[src/rtl/matrix_pkg.sv]
// ============================================================================
// Module      : matrix_pkg
// Description : Shared constants, byte classes, error codes and parser state
//               encoding for the matrix input path.
// Revision    : 1.0 - initial release
// ============================================================================
`default_nettype none

package matrix_pkg;

    // Largest legal row/column count and element value
    localparam int MAX_DIM  = 5;
    localparam int ELEM_MAX = 99;

    // Accumulator width: holds any legal value, check is done one bit wider
    localparam int ACC_W = 10;

    // ASCII constants
    localparam logic [7:0] c_ASCII_SPACE = 8'h20;
    localparam logic [7:0] c_ASCII_CR    = 8'h0D;
    localparam logic [7:0] c_ASCII_LF    = 8'h0A;
    localparam logic [7:0] c_ASCII_ZERO  = 8'h30;
    localparam logic [7:0] c_ASCII_NINE  = 8'h39;

    // Error code reported on input_error
    typedef enum logic [1:0] {
        ERR_SHORT    = 2'd0,
        ERR_BAD_CHAR = 2'd1,
        ERR_BAD_DIM  = 2'd2,
        ERR_RANGE    = 2'd3
    } err_code_e;

    // Classification of a received byte
    typedef enum logic [1:0] {
        CLS_DIGIT = 2'd0,
        CLS_SPACE = 2'd1,
        CLS_TERM  = 2'd2,
        CLS_BAD   = 2'd3
    } byte_class_e;

    // Parser state encoding
    typedef enum logic [2:0] {
        S_IDLE     = 3'd0,
        S_GET_ROW  = 3'd1,
        S_GET_COL  = 3'd2,
        S_GET_ELEM = 3'd3,
        S_FILL     = 3'd4,
        S_DONE     = 3'd5,
        S_ERR      = 3'd6
    } state_e;

    // A dimension token is legal when it lies in 1..MAX_DIM
    function automatic logic dim_ok(input logic [ACC_W-1:0] v);
        return (v != '0) && (v <= ACC_W'(MAX_DIM));
    endfunction

endpackage

`default_nettype wire

[src/rtl/matrix_input_parser_ascii_classifier.sv]
// ============================================================================
// Module      : ascii_classifier
// Description : Combinational byte classifier: digit / space / terminator /
//               bad, plus the 4-bit value of a digit.
// Revision    : 1.0 - initial release
// ============================================================================
`default_nettype none

module ascii_classifier
    import matrix_pkg::*;
(
    input  logic [7:0]  i_data,
    output byte_class_e o_class,
    output logic [3:0]  o_digit
);

    // Map the byte to its class; digit value is only meaningful for CLS_DIGIT
    always_comb begin
        o_class = CLS_BAD;
        o_digit = 4'd0;
        if ((i_data >= c_ASCII_ZERO) && (i_data <= c_ASCII_NINE)) begin
            o_class = CLS_DIGIT;
            o_digit = i_data[3:0];
        end else if (i_data == c_ASCII_SPACE) begin
            o_class = CLS_SPACE;
        end else if ((i_data == c_ASCII_CR) || (i_data == c_ASCII_LF)) begin
            o_class = CLS_TERM;
        end
    end

endmodule

`default_nettype wire

[src/rtl/matrix_input_parser.sv]
// ============================================================================
// Module      : matrix_input_parser
// Description : Parses "rows cols e0 e1 ..." from a UART byte stream and
//               writes each element row-major into the matrix store.
//               Optional feature macro MATRIX_INPUT_ZERO_FILL_EN: a short
//               entry zero-fills the remaining addresses instead of erroring.
// Revision    : 1.0 - initial release
// ============================================================================
`default_nettype none

module matrix_input_parser
    import matrix_pkg::*;
(
    input  logic       clk,
    input  logic       rst_n,
    input  logic       input_start,
    input  logic [1:0] target_id,
    input  logic [7:0] rx_data,
    input  logic       rx_valid,
    output logic       wr_en,
    output logic [1:0] wr_id,
    output logic [4:0] wr_addr,
    output logic [7:0] wr_data,
    output logic [2:0] row_num,
    output logic [2:0] col_num,
    output logic       input_busy,
    output logic       input_done,
    output logic       input_error,
    output logic [1:0] err_code
);

    state_e         r_state;
    state_e         w_state_nxt;

    logic [ACC_W-1:0] r_acc;
    logic             r_has_digit;
    logic [4:0]       r_elem_cnt;
    logic [2:0]       r_row;
    logic [2:0]       r_col;
    logic [1:0]       r_id;
    err_code_e        r_err_code;
    logic             r_wr_en;
    logic [4:0]       r_wr_addr;
    logic [7:0]       r_wr_data;
    logic             r_busy;
    logic             r_done;
    logic             r_error;

    logic [ACC_W-1:0] w_acc_nxt;
    logic             w_has_digit_nxt;
    logic [4:0]       w_elem_cnt_nxt;
    logic [2:0]       w_row_nxt;
    logic [2:0]       w_col_nxt;
    logic [1:0]       w_id_nxt;
    err_code_e        w_err_nxt;
    logic             w_wr_en_nxt;
    logic [4:0]       w_wr_addr_nxt;
    logic [7:0]       w_wr_data_nxt;
    logic             w_done_nxt;
    logic             w_error_nxt;

    byte_class_e      w_class;
    logic [3:0]       w_digit;
    logic [ACC_W:0]   w_acc_ext;
    logic [5:0]       w_total;
    logic [5:0]       w_elem_inc;
    logic             w_is_term;

    ascii_classifier u_classifier (
        .i_data  (rx_data),
        .o_class (w_class),
        .o_digit (w_digit)
    );

    // One bit wider than the accumulator so an overflowing value is seen, not wrapped
    assign w_acc_ext  = ({1'b0, r_acc} * (ACC_W + 1)'(10)) + {{(ACC_W - 3){1'b0}}, w_digit};
    assign w_total    = 6'(r_row) * 6'(r_col);
    assign w_elem_inc = {1'b0, r_elem_cnt} + 6'd1;
    assign w_is_term  = (w_class == CLS_TERM);

    // State register
    always_ff @(posedge clk or negedge rst_n) begin
        if (!rst_n) begin
            r_state <= S_IDLE;
        end else begin
            r_state <= w_state_nxt;
        end
    end

    // Next-state and next-value logic for the whole parser datapath
    always_comb begin
        w_state_nxt     = r_state;
        w_acc_nxt       = r_acc;
        w_has_digit_nxt = r_has_digit;
        w_elem_cnt_nxt  = r_elem_cnt;
        w_row_nxt       = r_row;
        w_col_nxt       = r_col;
        w_id_nxt        = r_id;
        w_err_nxt       = r_err_code;
        w_wr_en_nxt     = 1'b0;
        w_wr_addr_nxt   = r_wr_addr;
        w_wr_data_nxt   = r_wr_data;
        w_done_nxt      = 1'b0;
        w_error_nxt     = 1'b0;

        case (r_state)
            S_IDLE: begin
                // Bytes arriving in IDLE, including one coincident with start, are dropped
                if (input_start) begin
                    w_state_nxt     = S_GET_ROW;
                    w_id_nxt        = target_id;
                    w_elem_cnt_nxt  = 5'd0;
                    w_acc_nxt       = '0;
                    w_has_digit_nxt = 1'b0;
                    w_err_nxt       = ERR_SHORT;
                end
            end

            S_GET_ROW, S_GET_COL, S_GET_ELEM: begin
                if (rx_valid) begin
                    case (w_class)
                        CLS_DIGIT: begin
                            if (w_acc_ext > (ACC_W + 1)'(ELEM_MAX)) begin
                                w_state_nxt = S_ERR;
                                w_err_nxt   = ERR_RANGE;
                            end else begin
                                w_acc_nxt       = w_acc_ext[ACC_W-1:0];
                                w_has_digit_nxt = 1'b1;
                            end
                        end

                        CLS_SPACE, CLS_TERM: begin
                            // Separators without a pending token are skipped
                            if (r_has_digit) begin
                                w_acc_nxt       = '0;
                                w_has_digit_nxt = 1'b0;
                                if (r_state == S_GET_ROW) begin
                                    if (!dim_ok(r_acc)) begin
                                        w_state_nxt = S_ERR;
                                        w_err_nxt   = ERR_BAD_DIM;
                                    end else begin
                                        w_row_nxt = r_acc[2:0];
                                        // Column count unknown, so nothing to fill
                                        if (w_is_term) begin
                                            w_state_nxt = S_ERR;
                                            w_err_nxt   = ERR_SHORT;
                                        end else begin
                                            w_state_nxt = S_GET_COL;
                                        end
                                    end
                                end else if (r_state == S_GET_COL) begin
                                    if (!dim_ok(r_acc)) begin
                                        w_state_nxt = S_ERR;
                                        w_err_nxt   = ERR_BAD_DIM;
                                    end else begin
                                        w_col_nxt = r_acc[2:0];
                                        if (w_is_term) begin
`ifdef MATRIX_INPUT_ZERO_FILL_EN
                                            w_state_nxt = S_FILL;
`else
                                            w_state_nxt = S_ERR;
                                            w_err_nxt   = ERR_SHORT;
`endif
                                        end else begin
                                            w_state_nxt = S_GET_ELEM;
                                        end
                                    end
                                end else begin
                                    w_wr_en_nxt    = 1'b1;
                                    w_wr_addr_nxt  = r_elem_cnt;
                                    w_wr_data_nxt  = r_acc[7:0];
                                    w_elem_cnt_nxt = w_elem_inc[4:0];
                                    if (w_elem_inc == w_total) begin
                                        w_state_nxt = S_DONE;
                                    end else if (w_is_term) begin
`ifdef MATRIX_INPUT_ZERO_FILL_EN
                                        w_state_nxt = S_FILL;
`else
                                        w_state_nxt = S_ERR;
                                        w_err_nxt   = ERR_SHORT;
`endif
                                    end
                                end
                            end
                        end

                        default: begin
                            w_state_nxt = S_ERR;
                            w_err_nxt   = ERR_BAD_CHAR;
                        end
                    endcase
                end
            end

`ifdef MATRIX_INPUT_ZERO_FILL_EN
            S_FILL: begin
                // One zero write per cycle until the matrix is complete
                w_wr_en_nxt    = 1'b1;
                w_wr_addr_nxt  = r_elem_cnt;
                w_wr_data_nxt  = 8'd0;
                w_elem_cnt_nxt = w_elem_inc[4:0];
                if (w_elem_inc >= w_total) begin
                    w_state_nxt = S_DONE;
                end
            end
`endif

            S_DONE: begin
                w_done_nxt  = 1'b1;
                w_state_nxt = S_IDLE;
            end

            S_ERR: begin
                w_error_nxt = 1'b1;
                w_state_nxt = S_IDLE;
            end

            default: begin
                w_state_nxt = S_IDLE;
            end
        endcase
    end

    // Datapath and registered outputs; busy follows the next state so it falls with done/error
    always_ff @(posedge clk or negedge rst_n) begin
        if (!rst_n) begin
            r_acc       <= '0;
            r_has_digit <= 1'b0;
            r_elem_cnt  <= 5'd0;
            r_row       <= 3'd0;
            r_col       <= 3'd0;
            r_id        <= 2'd0;
            r_err_code  <= ERR_SHORT;
            r_wr_en     <= 1'b0;
            r_wr_addr   <= 5'd0;
            r_wr_data   <= 8'd0;
            r_busy      <= 1'b0;
            r_done      <= 1'b0;
            r_error     <= 1'b0;
        end else begin
            r_acc       <= w_acc_nxt;
            r_has_digit <= w_has_digit_nxt;
            r_elem_cnt  <= w_elem_cnt_nxt;
            r_row       <= w_row_nxt;
            r_col       <= w_col_nxt;
            r_id        <= w_id_nxt;
            r_err_code  <= w_err_nxt;
            r_wr_en     <= w_wr_en_nxt;
            r_wr_addr   <= w_wr_addr_nxt;
            r_wr_data   <= w_wr_data_nxt;
            r_busy      <= (w_state_nxt != S_IDLE);
            r_done      <= w_done_nxt;
            r_error     <= w_error_nxt;
        end
    end

    assign wr_en       = r_wr_en;
    assign wr_id       = r_id;
    assign wr_addr     = r_wr_addr;
    assign wr_data     = r_wr_data;
    assign row_num     = r_row;
    assign col_num     = r_col;
    assign input_busy  = r_busy;
    assign input_done  = r_done;
    assign input_error = r_error;
    assign err_code    = r_err_code;

endmodule

`default_nettype wire
[config.mk]
export PLATFORM = sky130hd
export DESIGN_NAME = matrix_input_parser
export DESIGN_NICKNAME = d
export VERILOG_FILES = /design/src/rtl/matrix_pkg.sv /design/src/rtl/matrix_input_parser_ascii_classifier.sv /design/src/rtl/matrix_input_parser.sv
export SDC_FILE = /design/constraint.sdc
export NUM_CORES = 1
export LEC_CHECK = 0
export CAP_MARGIN = 20
export CELL_PAD_IN_SITES_DETAIL_PLACEMENT = 1
export CELL_PAD_IN_SITES_GLOBAL_PLACEMENT = 1
export CORE_ASPECT_RATIO = 0.75
export CORE_UTILIZATION = 39
export DETAILED_ROUTE_END_ITERATION = 7
export PLACE_DENSITY = 0.83
export REMOVE_ABC_BUFFERS = 1
export SYNTH_ARGS = -nofsm -noshare
export SYNTH_HDL_FRONTEND = slang
export SYNTH_SLANG_ARGS = --single-unit
[constraint.sdc]
create_clock -name clk -period 3.7 [get_ports clk]
set_clock_uncertainty 0.05 [all_clocks]
set_input_delay 0.555 -clock clk [delete_from_list [all_inputs] [get_ports clk]]
set_output_delay 0.555 -clock clk [all_outputs]
set_load 0.03 [all_outputs]
# After elaboration in Yosys (flattened, before gate mapping)

Cells that the tools add are included.
Widths: inputs -> output; s select.

Muxes and demuxes: 55
Bitwise logic cells: 2
Multiply operators: 2
Add/subtract/negate cells: 2
Reduce and logical (&&, ||, !) cells: 18
Order comparisons: 4
Equality and inequality tests: 22

Operators with widths:

| cell                  | count |
|---|---|
| $mux 10               | 4 |
| $pmux 10 s2           | 2 |
| $mux 3                | 12 |
| $mux 5                | 6 |
| $reduce_and 6->1      | 4 |
| $mux 2                | 11 |
| $eq 8x4->1 const B    | 2 |
| $reduce_and 7->1      | 2 |
| $mux 1                | 12 |
| $ne 2x2->1 const B    | 6 |
| $pmux 3 s2            | 2 |
| $add 11x4->11         | 1 |
| $gt 11x7->1 const B   | 1 |
| $le 10x3->1 const B   | 1 |
| $mul 10x3->10 const B | 1 |
| $pmux 5 s2            | 1 |
| $reduce_bool 10->1    | 1 |
| $ne 3x3->1 const B    | 3 |
| $eq 8x6->1 const B    | 1 |
| $ge 8x6->1 const B    | 1 |
| $le 8x6->1 const B    | 1 |
| $pmux 2 s2            | 2 |
| $add 5x1->6 const B   | 1 |
| $eq 3x2->1 const B    | 2 |
| other kinds (21)      | 25 |

Bits in registers: 46

# Longest topological paths before layout

Word-level depth: 15
Mapped depth: 15

# Modules after synthesis

A second synthesis with hierarchy kept.

Cells, all modules: 348
Area, all modules: 3246.9 um^2

By module, submodules not included:

| module              | instances | area an instance (um^2) | cells each |
|---|---|---|---|
| matrix_input_parser | 1         | 3071.7                  | 327 |
| ascii_classifier    | 1         | 175.2                   | 21 |

# Least setup slack after synthesis

Ideal clock, no wire load.

Kind: register to register
From: reg r_col[2] (netlist: col_num[2])
To: reg r_busy (netlist: input_busy)
Data arrival time: 3.672 ns
Required time: 3.519 ns
Period minus slack after synthesis: 3.853 ns
Library setup time: 0.131 ns
Setup slack: -0.153 ns
Stages on the path, launching flop included: 12
Path through: dfrtp_1 -> and2_1 -> fa_1 -> ha_1 -> fa_1 -> or3_1 -> a211o_1 -> or3_4 -> o21a_1 -> nor4_2 -> nor4_1 -> or3_1

Cells in the longest elaborated chain, start to end: 10

RTL lines:

| element                  | line                       | text |
|---|---|---|
| start: declaration       | matrix_input_parser.sv:39  | `logic [2:0] r_col;` |
| start signal: assignment | matrix_input_parser.sv:245 | `r_col <= w_col_nxt;` |
| $mul 3x3->6              | matrix_input_parser.sv:77  | `assign w_total = 6'(r_row) * 6'(r_col);` |
| $eq 6x6->1               | matrix_input_parser.sv:173 | `if (w_elem_inc == w_total) begin` |
| $mux 3                   | matrix_input_parser.sv:173 |  |
| $mux 3                   | matrix_input_parser.sv:151 | `end else if (r_state == S_GET_COL) begin` |
| $mux 3                   | matrix_input_parser.sv:137 | `if (r_state == S_GET_ROW) begin` |
| $mux 3                   | matrix_input_parser.sv:134 | `if (r_has_digit) begin` |
| $pmux 3 s2               | matrix_input_parser.sv:121 | `case (w_class)` |
| $mux 3                   | matrix_input_parser.sv:120 | `if (rx_valid) begin` |
| $pmux 3 s2               | matrix_input_parser.sv:106 | `case (r_state)` |
| net w_state_nxt[1]       | matrix_input_parser.sv:33  | `state_e w_state_nxt;` |
| $reduce_bool 3->1        | matrix_input_parser.sv:251 | `r_busy <= (w_state_nxt != S_IDLE);` |
| end signal: assignment   | matrix_input_parser.sv:251 |  |
| end: declaration         | matrix_input_parser.sv:45  | `logic r_busy;` |

The timed path passes the listed nets, and every way through them passes these cells.
A chain may end at the register's enable or synchronous reset.

# Worst setup path after layout

From: reg r_row[2] (netlist: row_num[2])
To: reg r_busy (netlist: input_busy)

Cells in the longest elaborated chain, start to end: 10

RTL lines:

| element                  | line                       | text |
|---|---|---|
| start: declaration       | matrix_input_parser.sv:38  | `logic [2:0] r_row;` |
| start signal: assignment | matrix_input_parser.sv:244 | `r_row <= w_row_nxt;` |
| $mul 3x3->6              | matrix_input_parser.sv:77  |  |
| $eq 6x6->1               | matrix_input_parser.sv:173 |  |
| $mux 3                   | matrix_input_parser.sv:173 |  |
| $mux 3                   | matrix_input_parser.sv:151 |  |
| $mux 3                   | matrix_input_parser.sv:137 |  |
| $mux 3                   | matrix_input_parser.sv:134 |  |
| $pmux 3 s2               | matrix_input_parser.sv:121 |  |
| $mux 3                   | matrix_input_parser.sv:120 |  |
| $pmux 3 s2               | matrix_input_parser.sv:106 |  |
| net w_state_nxt[2]       | matrix_input_parser.sv:33  |  |
| $reduce_bool 3->1        | matrix_input_parser.sv:251 |  |

The timed path passes the listed nets, and every way through them passes these cells.

==> results.yml <==
global_route:
  grt_pass1_vias: 3660
  grt_pass1_wl_um: 18600
  gr-total-overflow: 0
  grt.total_usage_pct: 27.5
  antenna_found_initial: 0
  grt_max_degree: 47
sta:
  period_share_pct: 105
  setup_slack_ns: -0.172
  period_minus_slack_ns: 3.87
  hold_viol: 0
  relSlewSlack_pct: 53.5
  rsz0062_at_grt: "true"
  final_max_slew_viol_count: 0
  fmax_ghz: 0.258
  max_slew.worst_pin.slew_ns: 0.695
  finalSetupViolCount: 3
finish:
  layout_commonest_cell: "buf_4"
  area_growth_pct: 46.0
  drive_gt1_share_pct: 30.7
  layout_common_cells: "buf_4 (73), nand2_1 (67), dfrtp_1 (46)"
  finish.utilization_pct: 60.3
  fin_area_um2: 4880
  final_nets: 537
  n_antenna_cell: 0
yosys:
  yosysWarningCount: 0
  synth-main-ff-cell: "dfrtp_1"
  async_flop_share_pct: 100
  syn_inst: 381
  ys_ff_latch: 46
  synth-edff-count: 0
  ys_seq_area_share_pct: 34.4
  yosysUniqueCellTypes: 61
  syn-cell-area_um2: 3340
  syn_avg_cell_area_um2: 8.77
floorplan:
  dieArea_um2: 8950
  die_y_um: 82.2
  chipWidth_um: 109
  fp-row-count: 28
  start_util_pct: 41.3
  core_um2: 8090
  ioPinCount: 41
clocking:
  cts-root-buf: "clkbuf_16"
  cts_max_level: 2
  cts_buffers: 5
  cts.sinks: 46
  clockBufferDepth: 2
  cts.clk_slew.worst_paths_ns: 0.07
  cts_tree: "yes"
  cts_hold_buf: 0
  clk_latency_ns: 0.29
power:
  clkPwrFrac_pct: 29.5
  ir_worst_vdd_mv: 0.194
  powerDensity_nw_per_um2: 331
  p_int_mw: 1.00
  p_comb_share_pct: 32.3
  seq_power_share_pct: 38.2
  p_sw_mw: 0.612
  power.share.switching_pct: 37.9
  power.leakage_nw: 2.33
placed_design:
  port_buffers: 40
  place_congestion: 0.916
  post-place-ws_ns: -0.787
  place_area_um2: 4150
  place_hpwl_um: 8050
run_status:
  violations: "negative setup slack"
  status: "complete, but fails checks"
detailed_routing:
  drt_iter0_markers: 235
  drc: 0
  vias: 3656
  wl_per_cell_um: 21.7
  wirelength_um: 13000
  dr.pass1.iters: 5
  vias_per_cell: 6.09
  ant_nets: 0
setup_path:
  max_stage_delay_ns: 0.55
  cp_common_cell: "buf_4"
  crit_type: "reg2reg"
  end_kind: "flip-flop"
  startpoint_type: "flip-flop"
  crit_path_max_fanout: 4
  cp_cell_sequence: "buf_4 -> buf_4 -> buf_4 -> and2_1 -> ha_4 -> fa_1 -> buf_4 -> nor2_2 -> mux2_4 -> a221oi_2 -> buf_4 -> or3_4 -> nand3_1 -> a221oi_1 -> a21oi_1 -> or3_1"
  cp_num_buf_inv: 5
  cpMaxStageDelayCell: "fa_1"
  cp.arrival_ns: 3.99
  r2r_setup_slack_ns: -0.17
  crit_family: "compound AO/OA/AOI/OAI gates"
  cp.required_ns: 3.82
min_path:
  worst_hold_path_type: "in2async"
job:
  cap_violations: 0
[worst reg2reg max path: stages (launching register included)]
cell      delay, ns
dfrtp_1        0.38
buf_4          0.13
buf_4          0.12
buf_4          0.15
and2_1         0.19
ha_4           0.23
fa_1           0.55
buf_4          0.13
nor2_2         0.03
mux2_4         0.27
a221oi_2       0.24
buf_4          0.16
or3_4          0.14
nand3_1        0.08
a221oi_1       0.36
a21oi_1        0.20
or3_1          0.34
[sequential cells by signal (all words and copies together) (netlist names), 2 cells and up]
name and flops:
r_elem_cnt 5, row_num 3, wr_data 8, col_num 3
r_state 3, r_acc 10, wr_id 2, wr_addr 5
err_code 2
[final cells by class]
type                            count  area [um^2]
Clock buffer                        5          125
Clock inverter                      3         26.3
Fill cell                         925         3210
Inverter                           13         48.8
Multi-Input combinational cell    311         2400
Sequential cell                    46         1150
Tap cell                          105          131
Timing Repair Buffer              117          996
[Yosys cell counts (3+ instances only)]
library cell	number	area (um^2)
nand2_1	71	267
dfrtp_1	46	1150
ha_1	25	313
nor2_1	23	86.3
a21oi_1	20	100
o21ai_0	19	95.1
inv_1	13	48.8
and2_1	12	75.1
a21o_1	8	60.1
mux2_2	8	90.1
nand3_1	8	40.0
nor2b_1	8	50.1
and3_1	6	37.5
o22ai_1	6	37.5
o31ai_1	6	45.0
xnor2_1	6	52.6
xor2_1	6	52.6
buf_2	5	25.0
clkbuf_1	5	18.8
a2111oi_0	4	35.0
a211o_1	4	35.0
a31oi_1	4	25.0
fa_1	4	80.1
nand4_1	4	25.0
or3_1	4	25.0
or4_1	4	30.0
nand2b_1	3	18.8
nor3_1	3	15.0
nor3b_1	3	22.5
nor4b_1	3	26.3
o21a_1	3	22.5
[through the flow]
step           hold slack, ns  instances  TNS (ns)  power, mW
6_report               0.0877        600    -0.181       1.62
5_1_grt                0.0975        600     -1.12       1.67
4_1_cts                 0.438        594    -0.302       1.56
3_5_place_dp            0.421        559    -11.27       1.05
3_3_place_gp            0.408        559     -4.76       1.02
2_1_floorplan           0.209        370    -0.236      0.856
[path summary, 6_finish.rpt]
path / startpoint / to / cells after the start
max: row_num[2]$_DFFE_PN0P_ / input_busy$_DFF_PN0_ / 16
min: rst_n / wr_en$_DFF_PN0_ / 1
max reg2reg: row_num[2]$_DFFE_PN0P_ / input_busy$_DFF_PN0_ / 16
min reg2reg: wr_addr[2]$_DFFE_PN0P_ / wr_addr[2]$_DFFE_PN0P_ / 2
max in group asynchronous: rst_n / err_code[0]$_DFFE_PN0P_ / 2
min in group clk: wr_addr[2]$_DFFE_PN0P_ / wr_addr[2]$_DFFE_PN0P_ / 2
[repair_timing]
item | in CTS | in global routing
setup endpoints to repair | 17 | 24
setup buffers | 28 | 6
gates cloned | 0 | 0
pin swaps | 27 | 20
resized for setup | 33 | 51
[power by group through the flow]
stage | clock (mW) | combinational, mW | sequential [mW]
after floorplan | 0 | 0.209 | 0.646
after global placement | 0 | 0.404 | 0.619
after detailed placement | 0 | 0.427 | 0.619
after CTS | 0.481 | 0.465 | 0.611
after global routing | 0.496 | 0.551 | 0.622
final | 0.477 | 0.521 | 0.618
[metal layers]
metal	GRT usage (%)	wire, um
met2	48.8	6500
met4	9.59	428
met3	4.87	616
met1	33.7	5480
met5	0	0
[cells by family (layout without fill, tap and decap cells)]
group / after synthesis / in the layout / synth area share [%]
adder cells (fa/ha/maj): 29 / 29 / 11.8
buffers and inverters: 24 / 138 / 2.88
XOR/XNOR: 13 / 13 / 3.85
multiplexers: 9 / 9 / 2.99
flip-flops: 46 / 46 / 34.4
AND/OR/NAND/NOR: 164 / 164 / 24.6
AO/OA/AOI/OAI: 96 / 96 / 19.5
Power figures use the tool's default switching activity.
==> RTL change: new RTL, config.mk and constraints unchanged <==
Re-encode `state_e` (7 states) as one-hot, 7 bits wide.
--- a/src/rtl/matrix_pkg.sv
+++ b/src/rtl/matrix_pkg.sv
@@ -39,14 +39,14 @@
     } byte_class_e;
 
     // Parser state encoding
-    typedef enum logic [2:0] {
-        S_IDLE     = 3'd0,
-        S_GET_ROW  = 3'd1,
-        S_GET_COL  = 3'd2,
-        S_GET_ELEM = 3'd3,
-        S_FILL     = 3'd4,
-        S_DONE     = 3'd5,
-        S_ERR      = 3'd6
+    typedef enum logic [6:0] {
+        S_IDLE     = 7'b0000001,
+        S_GET_ROW  = 7'b0000010,
+        S_GET_COL  = 7'b0000100,
+        S_GET_ELEM = 7'b0001000,
+        S_FILL     = 7'b0010000,
+        S_DONE     = 7'b0100000,
+        S_ERR      = 7'b1000000
     } state_e;
 
     // A dimension token is legal when it lies in 1..MAX_DIM
Behaviour: no difference found for any inputs over 4 cycles, from zero or initial values and one cycle with rst_n low; so few cycles prove little.
==> RTL change against the unedited design <==
Wire length is 21% lower; worst setup slack improved by 0.24 ns; area after synthesis rose by 3.7%; global-route usage is 4.8 points lower; final area decreased by 5.1%; critical endpoint is now r_state[2]; sequential share of layout area is 3.5 points higher; sequential cell count is 4 higher.
Power is not compared: it rests on default switching activity, and its combinational part moved more than twofold at a synthesized area within 25%.
==> RTL change: results (changes against the unedited design) <==
[status]
status = complete, no violations

[job]
cap_violations = 0  ; unchanged

[detailed_routing]
drtIter0Drc = 173  ; -26%
wl_met3_um = 452  ; -27%
vias = 3065  ; -16%
totalWireLength_um = 10200  ; -21%
firstDrtPassIters = 4  ; -1
met1_length_um = 4820  ; -12%
met2_length_um = 4750  ; -27%

[sta]
slew_headroom_pct = 55.5  ; +1.9 points

[cells_and_area]
largest_reg_flops = 10  ; unchanged
nets = 471  ; -12%
layout-drive-gt1-share_pct = 24.5  ; -6.2 points
n_antenna_cell = 0  ; unchanged
instances_no_fill = 537  ; -11%
regMostFlops = r_acc

[placed_design]
place_worst_setup_slack_ns = -0.463  ; +0.324 ns
dp.cells = 522  ; -6.6%
placed_cell_area_mm2 = 0.00423  ; +2.0%
place_congestion = 0.864  ; -5.7%
hpwlAfterDp_um = 7240  ; -10%

[logic_synthesis]
synth_compound_area_share_pct = 17.9  ; -1.6 points
ys_top_cells_by_area = dfrtp_1, ha_1, mux2_2, xnor2_1, and2_1
ys_top_cells_by_count = dfrtp_1, nand2_1, ha_1
yosys.area_share.adder_pct = 11.3  ; -0.42 points
yosysSeqAreaShare_pct = 36.1  ; +1.7 points
ys_types = 65  ; +6.6%
synth-async-reset-ratio_pct = 100  ; unchanged
synth_top_flop_cell = dfrtp_1
yosysWarnings = 0  ; unchanged
synth_cells = 345  ; -9.4%
synthMuxAreaShare_pct = 7.11  ; +4.1 points
synth-xor-area-share_pct = 5.23  ; +1.4 points

[global_routing]
grt_pass1_vias = 3325  ; -9.2%
antenna_found_initial = 0  ; unchanged
grt_use_met3_pct = 3.85  ; -1.0 points
grt_usage_pct = 22.7  ; -4.8 points
grt_start_max_net_pins = 51  ; +8.5%
grtUsageMet1_pct = 30.3  ; -3.4 points
grt_pass1_wl_um = 16700  ; -10%
grt.met2_usage_pct = 37.6  ; -11 points

[clock_network]
numCtsBuffers = 5  ; unchanged
cts_setup_buffers = 3  ; -89%
cts_root_buffer = clkbuf_16
clk_transition_reported_paths_ns = 0.07  ; about the same
clockBufferDepth = 2  ; unchanged
cts_resized = 21  ; -36%

[power]
clock_power_uw = 472
p_leak_uw = 0.00224
ir_drop_uv = 229
switching_power_uw = 285

[hold_path]
hold_path.class = in -> async

[critical_path]
arrival_ns = 3.74  ; -0.25 ns
crit_fanout = 2  ; -2
cpPeakStageDelay_ns = 0.48  ; -0.07 ns
cp_top_family = adder cells
slowest_stage = fa_1
crit_start = row_num[2]

-- RTL change: cell count changes after synthesis, sizes merged, moves of 5 or more --
cell	change
nand2	-45
mux2	+13
a21oi	-10
nor3	+9
nor2b	-7
xnor2	+7
and2	+6
a2111oi	-5
a22o	+5
inv	+5
o21ai	-5
o22ai	-5
or3	-5
-- RTL change: final timing paths --
kind	cells after the start	endpoint	slack [ns]
worst max register to register	12	r_state[2]	0.07
worst min-delay path	1	r_acc[6]	0.06
worst max-delay path	12	r_state[2]	0.07
worst min register to register	1	wr_addr[1]	0.45
max in group asynchronous	2	r_state[0]	2.97
min in group clk	1	wr_addr[1]	0.45
-- RTL change: area by class of cell --
cell class                      count  area (um2)
Clock buffer                        5         125
Sequential cell                    50        1250
Clock inverter                      3        23.8
Fill cell                         939        3890
Tap cell                          108         135
Multi-Input combinational cell    270        2280
Inverter                           18        67.6
Timing Repair Buffer               83         749
